[config.mk]
export PLATFORM = sky130hd
export DESIGN_NAME = seg_scan_mux
export DESIGN_NICKNAME = d
export VERILOG_FILES = /design/src/rtl/seg_scan_mux.sv
export SDC_FILE = /design/constraint.sdc
export NUM_CORES = 1
export LEC_CHECK = 0
export ABC_CLOCK_PERIOD_IN_PS = 8000
export BUFFER_PORTS_ARGS = -buffer_cell sky130_fd_sc_hd__buf_2
export CORE_MARGIN = 5
export CORE_UTILIZATION = 25
export CTS_CLUSTER_DIAMETER = 100
export CTS_CLUSTER_SIZE = 40
export DETAILED_ROUTE_END_ITERATION = 10
export PLACE_DENSITY = 0.46
export SLEW_MARGIN = 20
export SYNTH_ARGS = -nofsm -noshare
export SYNTH_HDL_FRONTEND = slang
export SYNTH_SLANG_ARGS = --single-unit
[constraint.sdc]
create_clock -name clk -period 8 [get_ports clk]
set_input_delay 2 -clock clk [delete_from_list [all_inputs] [get_ports clk]]
set_output_delay 2 -clock clk [all_outputs]
set_load 0.01 [all_outputs]
[src/rtl/seg_scan_mux.sv]
// seg_scan_mux
//   Time-multiplexed scanner for an NDIG-digit common-anode 7-segment display.
//   One nibble at a time goes to the downstream hex decoder on dig. The matching
//   anode and decimal point are driven at the same time. Data and dp requests are
//   captured into a shadow copy once per frame, so a digit never tears mid-frame.
//   Leading zeros can optionally be blanked.
//
// Ports
//   clk    in   1       system clock, rising edge
//   rst    in   1       synchronous reset, active-high
//   en     in   1       display enable; 0 forces anodes/dp inactive, scan keeps running
//   lz_en  in   1       blank leading zero digits
//   data   in   4*NDIG  hex value, nibble 0 = rightmost digit
//   dp_in  in   NDIG    decimal point request per digit, 1 = lit
//   dig    out  4       nibble for the decoder (never inverted)
//   an     out  NDIG    one-hot anode enables, polarity per ACT_LOW
//   dp     out  1       decimal point, polarity per ACT_LOW
//   frame  out  1       one-cycle pulse on the edge the shadow reloads
module seg_scan_mux #(
    parameter int NDIG    = 4,
    parameter int DIV     = 50000,
    parameter int ACT_LOW = 1
) (
    input  logic              clk,
    input  logic              rst,
    input  logic              en,
    input  logic              lz_en,
    input  logic [4*NDIG-1:0] data,
    input  logic [NDIG-1:0]   dp_in,
    output logic [3:0]        dig,
    output logic [NDIG-1:0]   an,
    output logic              dp,
    output logic              frame
);

    localparam int   PW    = $clog2(DIV);
    localparam int   IW    = $clog2(NDIG);
    // Level of an inactive anode/dp; XOR with it converts "active=1" to board polarity.
    localparam logic INACT = (ACT_LOW != 0);

    logic [PW-1:0]     pcnt_q, pcnt_d;
    logic [IW-1:0]     idx_q, idx_d;
    logic [4*NDIG-1:0] shd_data_q, shd_data_d;
    logic [NDIG-1:0]   shd_dp_q, shd_dp_d;
    logic [3:0]        dig_q, dig_d;
    logic [NDIG-1:0]   an_q, an_d;
    logic              dp_q, dp_d;
    logic              frame_q, frame_d;

    logic              tick;
    logic              wrap;
    logic [NDIG-1:0]   zabove;
    logic [NDIG-1:0]   onehot;
    logic [3:0]        nib;
    logic              sel_dp;
    logic              blank;

    always_comb begin
        tick   = (pcnt_q == PW'(DIV - 1));
        wrap   = tick && (idx_q == IW'(NDIG - 1));
        pcnt_d = tick ? '0 : pcnt_q + PW'(1);
        idx_d  = idx_q;
        if (tick) begin
            idx_d = wrap ? '0 : idx_q + IW'(1);
        end

        shd_data_d = wrap ? data  : shd_data_q;
        shd_dp_d   = wrap ? dp_in : shd_dp_q;
        frame_d    = wrap;

        // zabove[k]: nibbles NDIG-1..k of the (post-update) shadow are all zero.
        zabove = '0;
        zabove[NDIG-1] = (shd_data_d[4*(NDIG-1) +: 4] == 4'h0);
        for (int k = NDIG - 2; k >= 0; k--) begin
            zabove[k] = zabove[k+1] && (shd_data_d[4*k +: 4] == 4'h0);
        end

        nib    = 4'h0;
        sel_dp = 1'b0;
        blank  = 1'b0;
        onehot = '0;
        for (int k = 0; k < NDIG; k++) begin
            if (idx_d == IW'(k)) begin
                nib       = shd_data_d[4*k +: 4];
                sel_dp    = shd_dp_d[k];
                blank     = lz_en && (k != 0) && zabove[k];
                onehot[k] = 1'b1;
            end
        end

        dig_d = dig_q;
        an_d  = an_q;
        dp_d  = dp_q;
        if (tick) begin
            dig_d = nib;
            an_d  = blank ? {NDIG{INACT}} : (onehot ^ {NDIG{INACT}});
            dp_d  = blank ? INACT : (sel_dp ^ INACT);
        end
        // Disable overrides only the visible drive; the scan itself keeps its phase.
        if (!en) begin
            an_d = {NDIG{INACT}};
            dp_d = INACT;
        end
    end

    always_ff @(posedge clk) begin
        if (rst) begin
            pcnt_q     <= '0;
            idx_q      <= IW'(NDIG - 1);
            shd_data_q <= '0;
            shd_dp_q   <= '0;
            dig_q      <= 4'h0;
            an_q       <= {NDIG{INACT}};
            dp_q       <= INACT;
            frame_q    <= 1'b0;
        end else begin
            pcnt_q     <= pcnt_d;
            idx_q      <= idx_d;
            shd_data_q <= shd_data_d;
            shd_dp_q   <= shd_dp_d;
            dig_q      <= dig_d;
            an_q       <= an_d;
            dp_q       <= dp_d;
            frame_q    <= frame_d;
        end
    end

    assign dig   = dig_q;
    assign an    = an_q;
    assign dp    = dp_q;
    assign frame = frame_q;

endmodule

==> results of run 1 <==
==> flip-flops by register name, summed over array words and instances, names as in the netlist <==
register,cells
an,4
shd_data_q,16
dp,1
shd_dp_q,4
dig,4
idx_q,2
pcnt_q,16
frame,1
==> how the worst max path moves through the flow <==
stage | startpoint | to | slack [ns] | cells after the start
6_report | data[10] | an[1] | 4.85 | 6
5_1_grt | pcnt_q[10] | dig[2] | 4.75 | 6
4_1_cts | pcnt_q[10] | dig[2] | 4.63 | 6
3_5_place_dp | data[10] | an[1] | 4.54 | 6
3_3_place_gp | data[10] | an[1] | 4.57 | 6
2_1_floorplan | data[10] | an[1] | 4.79 | 5
==> cells in the mapped netlist (all sizes together) (2+ instances only) <==
library cell / n / area (sq um)
nor3b: 3 / 22.5
a21oi: 5 / 25.0
o21ai: 7 / 35.0
buf: 4 / 36.3
xor2: 9 / 78.8
nor4: 5 / 46.3
nor2b: 4 / 25.0
mux2: 2 / 22.5
nand4bb: 2 / 22.5
nand2b: 4 / 25.0
nand3: 9 / 45.0
ha: 2 / 25.0
clkbuf: 8 / 30.0
xnor2: 3 / 26.3
or4b: 2 / 27.5
nand2: 9 / 33.8
dfxtp: 48 / 961
or3: 4 / 25.0
a211oi: 8 / 65.1
nor2: 47 / 176
and3: 3 / 18.8
inv: 2 / 7.51
mux2i: 29 / 307
==> worst max-delay path: stages <==
cell	delay, ns
buf_2	0.10
or4_1	0.55
o221a_2	0.30
a211oi_2	0.24
nor3b_1	0.08
o21ai_1	0.11
==> metal layers <==
layer	up-vias	routed length [um]	track usage
met1	758	2040	0.113
met4	0	61	0.0329
met5	-	0	0
li1	855	-	-
met3	6	216	0.0264
met2	24	2360	0.156
==> area by class of cell <==
class / count / area [sq um] / share of cell area
clock buffers: 6 / 72.6 / 0.0287
clock inverters: 2 / 35.0 / 0.0138
flip-flops and latches: 48 / 961 / 0.380
well taps: 108 / 135 / 0.0534
inverters: 2 / 7.51 / 0.00297
multi-input cells: 165 / 1140 / 0.450
repair buffers: 35 / 180 / 0.0712
==> stage by stage <==
step                      utilization  instance area (sq um)
after detailed placement        0.281                   2420
after floorplan                     -                   2170
after global placement          0.281                   2420
final                           0.294                   2530
after CTS                       0.294                   2530
after global routing            0.294                   2530
==> cells by family after synthesis <==
| group | Yosys count | synth area share |
|---|---|---|
| simple gates | 97 | 0.234 |
| flops | 48 | 0.443 |
| mux | 32 | 0.162 |
| compound gates | 22 | 0.0669 |
| buf+inv | 14 | 0.0340 |
| xor+xnor | 12 | 0.0484 |
| fa+ha+maj | 2 | 0.0115 |
==> report_power, final <==
group | internal, mW | switching (mW)
clock network | 0.0928 | 0.0783
logic | 0.00625 | 0.00793
registers | 0.240 | 0.00129
==> flow_summary.yaml, run 1 <==
sta:
  final_critical_path_setup_slack_ns: 4.85
  rsz0062_at_grt: "false"
  fmax_mhz: 317
  min_tclk_post_route_ns: 3.15
  report.final.setup_viol: 0
  worst-slew-pin-transition_ns: 0.770
  worst_slew_margin_rel: 0.477
  timing.final.max_slew_violations: 0
  whs_ns: 0.463
  finalCritPeriodShare: 0.394
  finClkSkew_ns: 0.0112
  tns_ns: 0
  final-hold-violation-count: 0
yosys:
  postSynth.asyncResetShare: 0
  synth_cell_types: 38
  postSynthNetCount: 253
  ys_seq_area_frac: 0.443
  total_number_of_yosys_warnings: 0
  avgSynthCellArea_sq_um: 9.56
  mappedNetlistArea_sq_um: 2170
  syn-instance-count: 227
  synth-edff-count: 0
  synth_top_flop_cell: "dfxtp_1"
  postSynthRegisterBits: 48
critical_path:
  worst_setup_path_end_kind: "register"
  r2r_cells: 6
  setup.worst_path.start_class: "primary input"
  setup.worst_path.class: "in2reg"
  worst-path-max-fanout: 2
  reg2reg_from: "pcnt_q[10]"
  cp.arrival_ns: 3.39
  worstReg2RegEnd: "dig[2]"
  ff2ff_setup_slack_ns: 4.93
  crit_required_ns: 8.23
clock_network:
  cts.repair.resized: 0
  cts_hold_buf: 0
  tritoncts: "done"
  clock_path_buffers: 2
  path_clk_slew_ns: 0.08
  clock-root-buffer: "clkbuf_8"
  clock_sinks: 48
  numCtsBuffers: 5
  cts.repair_timing.setup_buffer_count: 0
  worstSkewPairLatency_ns: 0.30
  cts-htree-levels: 2
global_routing:
  global_route_wire_length_before_repair_mm: 7.52
  vias_in_the_first_global_route: 1506
  number_of_antenna_violations_at_the_first_check_in_global_routing: 0
  pin_count_of_the_biggest_net_entering_global_routing: 31
  track_usage: 0.0926
  grt_overflow_total: 0
power:
  ir_worst_vdd_v: 0.0000777
  design_power_total_mw: 0.427
  leakagePower_nw: 1.04
  power_per_cell_area_nw_per_um2: 169
floorplan:
  floorplan.initialDensity: 0.252
  core_sq_um: 8590
  fp_rows: 34
  io_pins: 34
  die_h_um: 103
  floorplan.die_area_sq_um: 10600
  horizontal_die_dimension_um: 103
drt:
  vias: 1643
  ant_nets: 0
  drt_first_pass_iters: 4
  wl_per_cell_um: 12.8
  vias_per_cell: 4.49
  route.final.wire_length_mm: 4.67
  route.detailed.drc: 0
  drtIter0Drc: 58
hold_path:
  hold_path_class: "reg2reg"
  worst_hold_path.num_cells: 1
  timing.hold.worst.start: "pcnt_q[0]"
  holdPathEnd: "pcnt_q[0]"
place:
  number_of_cells_after_detailed_placement: 358
  post-dp-hpwl_mm: 3.47
  io_port_bufs: 33
  routabilityCongestion: 0.715
  pre_cts_setup_slack_ns: 4.54
cells_and_area:
  post_layout_nonfiller_instances: 366
  area_delta_synth_final_pct: 16.6
  num-nets-final: 283
  final_common_cell: "dfxtp_1"
  final_cell_mix: "dfxtp_1, nor2_1, buf_2, mux2i_1"
  n_fill_cell: 916
  drive_above_1_share: 0.202
  number_of_diodes_added_for_antenna_fixing: 0
run_status:
  run_status: "completed"
run:
  maximum_capacitance_violations: 0
No activity file was read; power rests on OpenSTA's default activity.
==> run 2: changes to the inputs <==
ABC_CLOCK_PERIOD_IN_PS = 3000   (was 8000)
clock period = 3 ns   (was 8 ns; I/O delays follow)
==> run 2 against run 1 <==
Compared with the run above: worst setup slack lost 4.6 ns; total power grew to 2.7 times the previous value; highest routed layer unchanged; critical endpoint is now dig[2]; sequential power grew to 2.7 times the previous value; sequential cell count is the same; global-route usage grew 0.30 points; clock skew shrank 0.0031 ns; die area is the same; sequential share of layout area shrank 0.28 points; worst hold slack gained 0.0019 ns; first-iteration DRC count shrank 40%; clock-buffer cell count is the same; routed wire length grew 1.4%.
==> flow_summary.yaml, run 2 (same netlist as run 1, synthesis figures left out) <==
power:
  comb_power_share: 0.033
  internal_power_mw: 0.904
  power_switching_mw: 0.242
  ir_worst_vdd_v: 0.000169
  power_per_cell_area_nw_per_um2: 450
  power.switching_fraction: 0.211
  leakagePower_nw: 1.05
  clock_network_power_share: 0.406
  design_power_total_mw: 1.15
  power_frac_seq: 0.561
clock_network:
  clock_sinks: 48
  numCtsBuffers: 5
  clock-root-buffer: "clkbuf_8"
  path_clk_slew_ns: 0.09
  cts-htree-levels: 2
  tritoncts: "done"
  cts.repair_timing.setup_buffer_count: 0
  clock_path_buffers: 2
  cts_hold_buf: 0
  cts.repair.resized: 0
  worstSkewPairLatency_ns: 0.30
run_status:
  run_status: "completed"
floorplan:
  die_h_um: 103
  horizontal_die_dimension_um: 103
  fp_rows: 34
  floorplan.initialDensity: 0.252
  core_sq_um: 8590
  io_pins: 34
  floorplan.die_area_sq_um: 10600
sta:
  rsz0062_at_grt: "false"
  worst_slew_margin_rel: 0.638
  min_tclk_post_route_ns: 2.76
  report.final.setup_viol: 0
  finalCritPeriodShare: 0.919
  timing.final.max_slew_violations: 0
  final-hold-violation-count: 0
  tns_ns: 0
  worst-slew-pin-transition_ns: 0.543
  finClkSkew_ns: 0.00812
  fmax_mhz: 363
critical_path:
  worst_setup_path_end_kind: "register"
  worstReg2RegEnd: "dig[2]"
  setup.worst_path.class: "reg2reg"
  worst-path-buf-inv: 0
  ff2ff_setup_slack_ns: 0.24
  reg2reg_from: "pcnt_q[10]"
  critical-path-slowest-cell: "or4b_4"
  crit_path_frequent_cell: "or4b_4"
  cp.arrival_ns: 2.97
  worst-path-max-fanout: 24
  crit_required_ns: 3.22
  critPathMaxStageDelay_ns: 0.77
  r2r_cells: 5
  crit_chain: "or4b_4 -> or4b_4 -> mux2i_1 -> mux4_2 -> a211oi_1"
  setup.worst_path.start_class: "register"
  timing.critical_path.max_delay_family: "simple AND/OR/NAND/NOR gates"
drt:
  met2_wirelength_mm: 2.31
  vias: 1654
  route.detailed.drc: 0
  route.final.wire_length_mm: 4.74
  route.met3.wl_um: 306
  dr.max_layer_used: "met4"
  ant_nets: 0
  vias_per_cell: 4.48
  wl_per_cell_um: 12.8
  post_route_met1_wirelength_mm: 2.06
  drt_first_pass_iters: 4
  drtIter0Drc: 35
cells_and_area:
  reg.largest.list: "pcnt_q x16, shd_data_q x16"
  number_of_diodes_added_for_antenna_fixing: 0
  n_fill_cell: 939
  area_delta_synth_final_pct: 17.5
  num-nets-final: 286
  final_common_cell: "dfxtp_1"
  final_cell_mix: "dfxtp_1, nor2_1, buf_2, mux2i_1"
  multi_input_gate_area_in_the_final_layout_sq_um: 1130
  drive_above_1_share: 0.207
  layout.area.seq_sq_um: 961
hold_path:
  holdPathEnd: "pcnt_q[0]"
  hold_path_class: "reg2reg"
  worst_hold_path.num_cells: 1
  timing.hold.worst.start: "pcnt_q[0]"
place:
  post-dp-hpwl_mm: 3.58
  io_port_bufs: 33
  routabilityCongestion: 0.757
run:
  maximum_capacitance_violations: 0
global_routing:
  grt_overflow_total: 0
  vias_in_the_first_global_route: 1644
  pin_count_of_the_biggest_net_entering_global_routing: 31
  global_route_wire_length_before_repair_mm: 7.87
  track_usage: 0.0957
  number_of_antenna_violations_at_the_first_check_in_global_routing: 0
run 2: per-stage QoR:
step	hold WS (ns)	cell area, sq um	utilization	setup slack, ns	instances
floorplan	0.426	2170	-	0.414	227
global placement	0.444	2440	0.284	0.289	361
detailed placement	0.448	2440	0.284	0.262	361
CTS	0.468	2550	0.297	0.231	369
global route	0.491	2550	0.297	0.0930	369
finish	0.465	2550	0.297	0.242	369
run 2: worst register-to-register path, stage by stage (launching register included):
cell	delay (ns)
dfxtp_1	0.34
or4b_4	0.57
or4b_4	0.77
mux2i_1	0.24
mux4_2	0.52
a211oi_1	0.24
run 2: per-layer routing:
layer | global-route usage | up-vias
li1 | - | 854
met5 | 0 | -
met1 | 0.114 | 767
met4 | 0.0269 | 0
met3 | 0.0284 | 7
met2 | 0.166 | 26
run 2: power groups by stage:
stage,Clock [mW],Combinational (mW),Sequential (mW)
final,0.465,0.0379,0.643
after detailed placement,0,0.0388,0.658
after global routing,0.512,0.0425,0.644
after CTS,0.483,0.0392,0.643
after floorplan,0,0.0175,0.658
after global placement,0,0.0389,0.658
run 2: worst max-delay path by stage:
stage	from	end	slack (ns)	cells past startpoint
after detailed placement	pcnt_q[10]	dig[2]	0.26	5
final	pcnt_q[10]	dig[2]	0.24	5
after global routing	pcnt_q[10]	dig[3]	0.09	8
after floorplan	pcnt_q[10]	dp	0.41	8
after CTS	pcnt_q[10]	dig[2]	0.23	5
after global placement	pcnt_q[10]	dig[2]	0.29	5
run 2: area by class of cell:
class                   instances  share of cell area
well taps                     108              0.0530
multi-input cells             165               0.445
inverters                       2             0.00295
repair buffers                 38              0.0795
clock buffers                   6              0.0285
clock inverters                 2              0.0137
flip-flops and latches         48               0.377
==> run 3: changes to the inputs <==
RECOVER_POWER = 100   (was unset)
==> run 3 against run 2 <==
Compared with the run above: combinational power fell by 1%; sequential cell count is the same; cell count unchanged; non-clock buffer count stayed put; global-route usage unchanged; first-iteration DRC count grew 2.9%; highest routed layer unchanged; design area fell by 0.69%; register-to-register slack got worse by 0.02 ns; critical path depth grew 2; clock skew is 0.0017 ns higher.
==> flow_summary.yaml, run 3 (same netlist as run 1, synthesis figures left out) <==
sta:
  finClkSkew_ns: 0.00978
  min_tclk_post_route_ns: 2.78
  report.final.setup_viol: 0
  whs_ns: 0.465
  fmax_mhz: 360
  worst_slew_margin_rel: 0.126
  worst-slew-pin-transition_ns: 1.31
  tns_ns: 0
  final-hold-violation-count: 0
  rsz0062_at_grt: "false"
  timing.final.max_slew_violations: 0
  finalCritPeriodShare: 0.927
power:
  design_power_total_mw: 1.15
  comb_power_share: 0.033
  internal_power_mw: 0.904
  clock_network_power_share: 0.406
  power_frac_seq: 0.561
  leakagePower_nw: 1.03
  power.switching_fraction: 0.212
  power_switching_mw: 0.243
  power_per_cell_area_nw_per_um2: 453
  ir_worst_vdd_v: 0.000169
drt:
  vias_per_cell: 4.47
  drtIter0Drc: 36
  drt_first_pass_iters: 4
  ant_nets: 0
  vias: 1649
  route.detailed.drc: 0
  route.final.wire_length_mm: 4.77
  wl_per_cell_um: 12.9
cells_and_area:
  area_delta_synth_final_pct: 16.7
  drive_above_1_share: 0.161
  final_common_cell: "dfxtp_1"
  number_of_diodes_added_for_antenna_fixing: 0
  num-nets-final: 286
  reg.largest.list: "pcnt_q x16, shd_data_q x16"
  final_cell_mix: "dfxtp_1, nor2_1, mux2i_1, buf_2, clkbuf_1"
global_routing:
  pin_count_of_the_biggest_net_entering_global_routing: 31
  track_usage: 0.0957
  global_route_wire_length_before_repair_mm: 7.87
  number_of_antenna_violations_at_the_first_check_in_global_routing: 0
  grt_overflow_total: 0
  vias_in_the_first_global_route: 1644
clock_network:
  cts.repair_timing.setup_buffer_count: 0
  path_clk_slew_ns: 0.09
  tritoncts: "done"
  cts_hold_buf: 0
  cts.repair.resized: 0
  worstSkewPairLatency_ns: 0.30
  clock_path_buffers: 2
  clock-root-buffer: "clkbuf_8"
  clock_sinks: 48
  cts-htree-levels: 2
  numCtsBuffers: 5
critical_path:
  startpoint: "pcnt_q[10]"
  worst_setup_path_end_kind: "register"
  setup.worst_path.class: "reg2reg"
  cp.arrival_ns: 3.01
  worst-path-max-fanout: 24
  setup.worst_path.start_class: "register"
  crit_required_ns: 3.23
  reg2reg_from: "pcnt_q[10]"
place:
  post-dp-hpwl_mm: 3.58
  io_port_bufs: 33
  routabilityCongestion: 0.757
floorplan:
  fp_rows: 34
  core_sq_um: 8590
  io_pins: 34
  floorplan.die_area_sq_um: 10600
  die_h_um: 103
  horizontal_die_dimension_um: 103
  floorplan.initialDensity: 0.252
hold_path:
  timing.hold.worst.start: "pcnt_q[0]"
  hold_path_class: "reg2reg"
run_status:
  run_status: "completed"
run:
  maximum_capacitance_violations: 0
-- run 3: power by group through the flow --
stage          Clock [mW]  Combinational (mW)  Sequential [mW]
2_1_floorplan           0              0.0175            0.658
3_3_place_gp            0              0.0389            0.658
3_5_place_dp            0              0.0388            0.658
4_1_cts             0.483              0.0392            0.643
5_1_grt             0.512              0.0421            0.644
6_report            0.466              0.0375            0.643
-- run 3: worst max-delay path: stages, from the launching register on --
cell      delay, ns
dfxtp_1        0.34
or4b_4         0.57
or4b_4         0.77
mux2i_1        0.37
nand4_2        0.14
a211oi_2       0.30
nor3b_1        0.09
o21ai_0        0.13
-- run 3: layer usage --
metal  part of all wire  vias to the layer above  GRT usage
met5                  0                        -          0
met1               0.45                      763      0.114
met3              0.054                        7     0.0284
met2               0.48                       26      0.166
li1                   -                      853          -
met4              0.011                        0     0.0269
-- run 3: metrics by stage --
stage               utilization  setup slack, ns  area (sq um)  std cells
floorplan                     -            0.414          2170        227
global placement          0.284            0.289          2440        361
detailed placement        0.284            0.262          2440        361
CTS                       0.297            0.231          2550        369
global route              0.295           0.0728          2530        369
finish                    0.295            0.219          2530        369
-- run 3: final timing paths --
check | end | slack (ns) | cells after the start
setup / recovery | an[1] | 0.22 | 7
hold / removal | pcnt_q[0] | 0.46 | 1
setup reg to reg | an[1] | 0.22 | 7
hold reg to reg | pcnt_q[0] | 0.46 | 1
-- run 3: area by class of cell --
type,instances,area (sq um)
Inverter,2,7.51
Sequential cell,48,961
Multi-Input combinational cell,165,1130
Timing Repair Buffer,38,189
Clock buffer,6,72.6
Clock inverter,2,35.0
Tap cell,108,135
Fill cell,946,6060
